File: config.mk
export PLATFORM = sky130hd
export DESIGN_NAME = serv_state_vec
export DESIGN_NICKNAME = d
export VERILOG_FILES = /design/src/rtl/serv_state_vec.sv
export SDC_FILE = /design/constraint.sdc
export NUM_CORES = 1
export LEC_CHECK = 0
export BUFFER_PORTS_ARGS = -buffer_cell sky130_fd_sc_hd__buf_2
export CAP_MARGIN = 30
export CORE_UTILIZATION = 37
export CTS_CLUSTER_SIZE = 10
export DETAILED_ROUTE_END_ITERATION = 12
export HOLD_SLACK_MARGIN = 0.12
export PLACE_DENSITY = 0.74
export SLEW_MARGIN = 0
export SYNTH_ARGS = -nofsm -noshare
export SYNTH_HDL_FRONTEND = slang
export SYNTH_SLANG_ARGS = --single-unit
File: constraint.sdc
create_clock -name i_clk -period 2 [get_ports i_clk]
set_input_delay 0.3 -clock i_clk [delete_from_list [all_inputs] [get_ports i_clk]]
set_output_delay 0.3 -clock i_clk [all_outputs]
set_load 0.02 [all_outputs]
File: src/rtl/serv_state_vec.sv
// Instruction sequencer for the serial core: FETCH -> (INIT -> WAIT) -> EXEC,
// with an optional VPU loop that repeats the execute pass once per element.
//
// state | meaning
// FETCH | waiting for the instruction bus to return an instruction
// ARM   | RF read issued, waiting for RF ready before the first pass
// INIT  | first (address/compare) pass of a two-stage instruction
// WAIT  | waiting for memory, MDU, VPU or shifter; traps skip straight on
// ARM2  | RF read issued, waiting for RF ready before an execute pass
// EXEC  | execute pass, repeated per vector element for VPU ops
module serv_state_vec #(
  parameter int XLEN     = 32,
  parameter int W        = 1,
  parameter int VLW      = 4,
  parameter int WITH_CSR = 1,
  parameter int ALIGN    = 0,
  parameter int MDU      = 0,
  parameter int VPU      = 0,
  localparam int CYC     = XLEN / W,
  localparam int CW      = $clog2(CYC)
) (
  input  logic           i_clk,
  input  logic           i_rst,
  input  logic           i_ibus_ack,
  input  logic           i_rf_ready,
  input  logic           i_two_stage_op,
  input  logic           i_branch_op,
  input  logic           i_cond_branch,
  input  logic           i_bne_or_bge,
  input  logic           i_alu_cmp,
  input  logic           i_dbus_en,
  input  logic           i_mem_misalign,
  input  logic           i_ctrl_misalign,
  input  logic           i_e_op,
  input  logic           i_new_irq,
  input  logic           i_rd_op,
  input  logic           i_slt_or_branch,
  input  logic           i_shift_op,
  input  logic           i_sh_done,
  input  logic           i_dbus_ack,
  input  logic           i_mdu_op,
  input  logic           i_mdu_ready,
  input  logic           i_vpu_op,
  input  logic           i_vpu_ready,
  input  logic [VLW-1:0] i_vpu_vl,
  output logic           o_ibus_cyc,
  output logic           o_dbus_cyc,
  output logic           o_rf_rreq,
  output logic           o_rf_wreq,
  output logic           o_rf_rd_en,
  output logic           o_init,
  output logic           o_cnt_en,
  output logic [CW-1:0]  o_cnt,
  output logic           o_cnt0,
  output logic           o_cnt_done,
  output logic           o_ctrl_pc_en,
  output logic           o_ctrl_jump,
  output logic           o_ctrl_trap,
  output logic           o_mdu_valid,
  output logic           o_vpu_valid,
  output logic [VLW-1:0] o_vpu_elem,
  output logic           o_vpu_last
);

  localparam logic CSR_ON   = (WITH_CSR != 0);
  localparam logic ALIGN_ON = (ALIGN != 0);
  localparam logic MDU_ON   = (MDU != 0);
  localparam logic VPU_ON   = (VPU != 0);

  typedef enum logic [2:0] {FETCH, ARM, INIT, WAIT, ARM2, EXEC} state_t;

  state_t         state;
  logic           trap_r;
  logic           rreq_pend;
  logic           cnt_last;
  logic           vpu_act;
  logic           jump_nxt;
  logic           trap_nxt;
  logic           wreq_src;
  logic           elem_loop;
  logic [VLW-1:0] vl_m1;

  assign cnt_last  = (o_cnt == CW'(CYC - 1));
  assign vpu_act   = VPU_ON & i_vpu_op;
  assign vl_m1     = (i_vpu_vl == '0) ? '0 : i_vpu_vl - 1'b1;
  assign jump_nxt  = i_branch_op & (!i_cond_branch | (i_alu_cmp ^ i_bne_or_bge));
  assign trap_nxt  = CSR_ON & ((jump_nxt & i_ctrl_misalign & !ALIGN_ON) |
                               (i_dbus_en & i_mem_misalign));
  assign wreq_src  = i_dbus_ack | (MDU_ON & i_mdu_ready) | (VPU_ON & i_vpu_ready) |
                     i_slt_or_branch | (i_shift_op & i_sh_done);

  assign o_ibus_cyc   = (state == FETCH) & !i_rst;
  assign o_init       = (state == INIT);
  assign o_cnt_en     = (state == INIT) | (state == EXEC);
  assign o_cnt0       = o_cnt_en & (o_cnt == '0);
  assign o_cnt_done   = o_cnt_en & cnt_last;
  assign o_vpu_last   = !vpu_act | (o_vpu_elem >= vl_m1);
  assign o_ctrl_trap  = CSR_ON & (i_e_op | i_new_irq | trap_r);
  assign o_ctrl_pc_en = (state == EXEC) & (o_vpu_last | o_ctrl_trap);
  assign o_rf_rd_en   = (state == EXEC) & i_rd_op;
  assign o_dbus_cyc   = (state == WAIT) & i_dbus_en & !i_mem_misalign & !trap_r;
  assign o_mdu_valid  = (state == WAIT) & MDU_ON & i_mdu_op & !trap_r;
  assign o_vpu_valid  = (state == WAIT) & vpu_act & !trap_r;
  assign o_rf_wreq    = (state == WAIT) & !trap_r & wreq_src;
  // Second RF read is either the trap redirect from WAIT or the next element's operands.
  assign o_rf_rreq    = ((state == FETCH) & i_ibus_ack) | ((state == WAIT) & trap_r) | rreq_pend;
  assign elem_loop    = vpu_act & !o_vpu_last & !o_ctrl_trap;

  always_ff @(posedge i_clk) begin
    if (i_rst) begin
      state       <= FETCH;
      o_cnt       <= '0;
      o_ctrl_jump <= 1'b0;
      o_vpu_elem  <= '0;
      trap_r      <= 1'b0;
      rreq_pend   <= 1'b0;
    end else begin
      rreq_pend <= 1'b0;
      if (o_cnt_en) o_cnt <= cnt_last ? '0 : o_cnt + 1'b1;
      case (state)
        FETCH: if (i_ibus_ack) begin
          o_vpu_elem <= '0;
          state      <= ARM;
        end
        ARM: if (i_rf_ready) state <= (i_two_stage_op & !i_new_irq) ? INIT : EXEC;
        INIT: if (cnt_last) begin
          o_ctrl_jump <= jump_nxt;
          trap_r      <= trap_nxt;
          state       <= WAIT;
        end
        WAIT: if (trap_r | wreq_src) state <= ARM2;
        ARM2: if (i_rf_ready) state <= EXEC;
        EXEC: if (cnt_last) begin
          if (elem_loop) begin
            o_vpu_elem <= o_vpu_elem + 1'b1;
            rreq_pend  <= 1'b1;
            state      <= ARM2;
          end else begin
            o_ctrl_jump <= 1'b0;
            trap_r      <= 1'b0;
            state       <= FETCH;
          end
        end
        default: state <= FETCH;
      endcase
    end
  end

endmodule
## Yosys cells after proc, flatten, opt, wreduce, memory -nomap -nowiden

Cells that the tools add are included.
W data, S select, Z words.

| storage, ports and cells | value |
|---|---|
| bits in registers | 10 |
| input port bits | 27 |
| output and inout bits | 24 |
| logic and storage cells | 67 |

| cells by class | value |
|---|---|
| add/sub/neg operators | 1 |
| equal/unequal tests | 12 |
| muxes and demuxes | 14 |
| bitwise operators | 26 |
| reductions and logical operators | 10 |

Operators by type and width:

| cell | count |
|---|---|
| $mux W3 | 7 |
| $pmux W3 S6 | 1 |
| $and A1 B1 Y1 | 16 |
| $or A1 B1 Y1 | 9 |
| $eq A3 B2 Y1 const B | 2 |
| $eq A3 B3 Y1 const B | 2 |
| $ne A2 B1 Y1 const B | 3 |
| $ne A2 B2 Y1 const B | 3 |
| $reduce_and A6 Y1 | 1 |
| $add A5 B1 Y5 const B | 1 |
| $eq A5 B5 Y1 const B | 1 |
| $logic_not A1 Y1 | 5 |
| $logic_not A5 Y1 | 1 |
| $mux W5 | 1 |
| $pmux W1 S2 | 2 |
| $eq A3 B1 Y1 const B | 1 |
| $logic_not A3 Y1 | 1 |
| $mux W1 | 3 |
| $reduce_and A3 Y1 | 1 |
| $reduce_bool A2 Y1 | 1 |
| $xor A1 B1 Y1 | 1 |

## Depth between registers and ports, before layout

| logic depth | value |
|---|---|
| depth after elaboration | 7 |
| mapped depth | 7 |
| mapped depth without buffers | 7 |

## Worst setup path after synthesis

No wires, ideal clock.

| timing path | value |
|---|---|
| path kind | reg2reg |
| start | reg o_cnt[0] |
| end | reg state[1] |
| library setup time | 117 ps |
| data arrival time | 2,041 ps |
| path slack | -158 ps |
| cell stages (with the launch flop) | 8 |
| cell sequence | dfxtp_1 ha_1 and3_1 ha_1 inv_1 a222oi_1 o21ai_1 a32o_1 |

| between the ends | value |
|---|---|
| word-level cells in the longest chain between the ends | 3 |

Ends and longest elaborated chain:

| what | line | RTL |
|---|---|---|
| start: declaration | 53 | `output logic [CW-1:0] o_cnt,` |
| start signal: assignment | 119 | `if (o_cnt_en) o_cnt <= cnt_last ? '0 : o_cnt + 1'b1;` |
| $eq A5 B5 Y1 * | 83 | `assign cnt_last = (o_cnt == CW'(CYC - 1));` |
| $ne A2 B1 Y1 (no line) | n/a |  |
| $reduce_and A6 Y1 (no line) * | n/a |  |
| end signal: assignment | 125 | `ARM: if (i_rf_ready) state <= (i_two_stage_op & !i_new_irq) ? INIT : EXEC;` |
| end: declaration | 72 | `state_t state;` |

Mark *: on every way between the ends. The rest lies on a longest branch, timed or not.
A chain may end at the register's enable or synchronous reset.

## Worst setup path in the final report

Ends and elaborated chain as after synthesis.

==> impl_metrics.tcl <==
set metrics [dict create \
    cts_tree "built" \
    ys_types 42 \
    nFillCells 189 \
    wl_per_cell_um 10.4 \
    grt_first_pass_wirelength_um 2730 \
    drtIter0Drc 13 \
    stdcell_count 171 \
    cp.required_ps 2150 \
    setup_violations 0 \
    insertion_delay_ps 260 \
    synthToLayoutAreaGrowth_pct 33.5 \
    synth_top_family_by_area "simple AND/OR/NAND/NOR gates" \
    swShare_pct 31.5 \
    drv_slew 0 \
    syn_area_um2 791 \
    synth_flop_cell "dfxtp_1" \
    ios 51 \
    dp_hpwl_um 1440 \
    muxShareOfSynthArea_pct 2.53 \
    synth_fa_ha_area_share_pct 6.33 \
    synth_edf_count 0 \
    worstSetupPathType "reg2reg" \
    clock-root-buffer "clkbuf_4" \
    syn_inst 106 \
    drt_wl_total_um 1780 \
    grtUsageTotal_pct 16.8 \
    p_int_mw 0.332 \
    skew_ps 3.25 \
    drive_gt1_share_pct 38.2 \
    cts_buffers 3 \
    p_seq_share_pct 43.9 \
    synth_area_leaders "dfxtp_1 25%, buf_4 6.6%, ha_1 6.3%" \
    arrival_ps 2010 \
    yosys_warnings 0 \
    start_kind "register" \
    synth-compound-area-share_pct 22.0 \
    leakage_nw 0.485 \
    p_comb_share_pct 28.8 \
    dieArea_um2 2330 \
    finalSetupTns_ps 0 \
    vias_per_cell 4.99 \
    ant_nets 0 \
    status "completed" \
    peakVddDrop_mv 0.276 \
    p_clk_share_pct 27.3 \
    endpoint_kind "register" \
    hp-class "in2reg" \
    synth_xor_area_share_pct 1.11 \
    path_cells "ha_4 -> and3_4 -> ha_2 -> inv_1 -> a222oi_1 -> buf_4 -> o21ai_1 -> a32o_1" \
    vias 854 \
    cpPeakStageDelay_ps 390 \
    synthSimpleGateAreaFrac_pct 28.5 \
    overflow 0 \
    crit_family "compound AO/OA/AOI/OAI gates" \
    yosysSeqAreaShare_pct 25.3 \
    synth_common_cells "10 x dfxtp_1, 10 x nor2_1, 9 x nand2_1" \
    holdBufCountCts 0 \
    antenna_found_initial 0 \
    finalWorstPathRequiredPeriod_ps 1860 \
    max_freq_ghz 0.536 \
    multiInputGateArea_um2 534 \
    ff_latch_area_um2 208 \
    dp.cells 168 \
    critPathSlowestCell "dfxtp_4" \
    clockBufferDepth 2 \
    drcViolationCount 0 \
    die_y_um 48.2 \
    rows 16 \
    finalPower_mw 0.484 \
    core_area_um2 1980 \
    h-tree-depth 1 \
    firstDrtPassIters 4 \
    grt_setup_unrepaired "no" \
    globalplace.congestion 0.705 \
    synth_top_area_cell "dfxtp_1" \
    cap_violations 0 \
    cts_sinks 10 \
    grt_max_degree 15 \
    synthArstFlopShare_pct 0 \
    critPathMaxFanout 7 \
    postSynthAreaPerCell_um2 7.46 \
    post-route-period-util_pct 93.2 \
    powerDensity_nw_per_um2 458 \
    clk_pin_slew_ps 60 \
    yosysTopAreaCellShare_pct 25.3 \
    hold_viol_final 0 \
    first_global_vias 668 \
    nets 177 \
    switchingPower_mw 0.152 \
    antenna-diode-count 0 \
    port_buffers 35 \
    cp.buffers_inverters 2 \
    start_util_pct 39.9 \
    ys_ff_latch 10 \
    chipWidth_um 48.2 \
]
metrics by stage:
step	area, um2	hold slack [ps]	worst slack [ps]	utilization (%)
finish	1060	320	136	53.3
floorplan	825	465	8.71	-
global route	1060	329	4.36	53.3
detailed placement	1010	472	65.5	51.0
global placement	1010	480	80.5	51.0
CTS	1030	312	48.0	52.1
power by group through the flow:
stage / clock network (mW) / registers [mW] / logic [mW]
final: 0.132 / 0.212 / 0.139
after global routing: 0.152 / 0.214 / 0.156
after CTS: 0.138 / 0.212 / 0.139
after detailed placement: 0 / 0.216 / 0.139
after global placement: 0 / 0.216 / 0.136
after floorplan: 0 / 0.217 / 0.101
flip-flops by register name (all words and copies together) (netlist names):
name         cells
o_cnt            5
o_ctrl_jump      1
state            3
trap_r           1
cells in the final DEF (no fill, tap or decap), drive strengths merged, types with 2 or more instances in the layout:
cell type  Yosys  final
buf            8     43
inv            6      6
o21ai          7      7
a21oi          7      7
nor2b          2      2
a211oi         2      2
nor2          10     10
nand2          9      9
clkbuf         5      3
nor3b          2      2
dfxtp         10     10
nand3          3      3
or3            2      2
mux2i          2      2
ha             4      4
nor3           2      2
conb           2      7
a31oi          2      2
final timing paths:
kind | from | end | slack, ps | cells past startpoint
worst max-delay path | o_cnt[0] | state[1] | 140 | 8
worst min-delay path | i_branch_op | o_ctrl_jump | 320 | 3
worst max register to register | o_cnt[0] | state[1] | 140 | 8
worst min register to register | o_ctrl_jump | o_ctrl_jump | 480 | 2
worst register-to-register path: cells and delay by family, from the launching register on:
family          cells  cell delay (ps)
compound gates      3              600
flops               1              390
simple gates        1              190
fa+ha+maj           2              310
buf+inv             2              260
layer usage:
layer  wire (um)  part of all wire (%)  global-route usage (%)
met1         856                    48                    22.3
met2         830                    47                    26.7
met3          78                   4.4                    2.22
met4          17                  0.95                    8.33
met5           0                     0                       0
logic make-up (layout without fill, tap and decap cells):
kind of cell,count (synthesis),count (layout)
AOI/OAI and AO/OA,27,27
DFF,10,10
buffers and inverters,19,52
xor gates and xnor gates,1,1
and+or+nand+nor,41,41
other,2,7
muxes,2,2
adders and majority gates,4,4
repair_timing:
action                                 in CTS  in global routing
resized for setup                           0                  5
setup endpoints to repair                   0                  6
endpoints found under the hold margin       0                  0
setup buffers                               0                  0
final cells by class:
class                      instances  area share (%)
multi-input combinational         82            50.6
clock buffer                       3            2.13
timing repair buffer              43            22.3
sequential                        10            19.7
inverter                           6            2.13
tap                               27            3.20
Power figures use the tool's default switching activity.
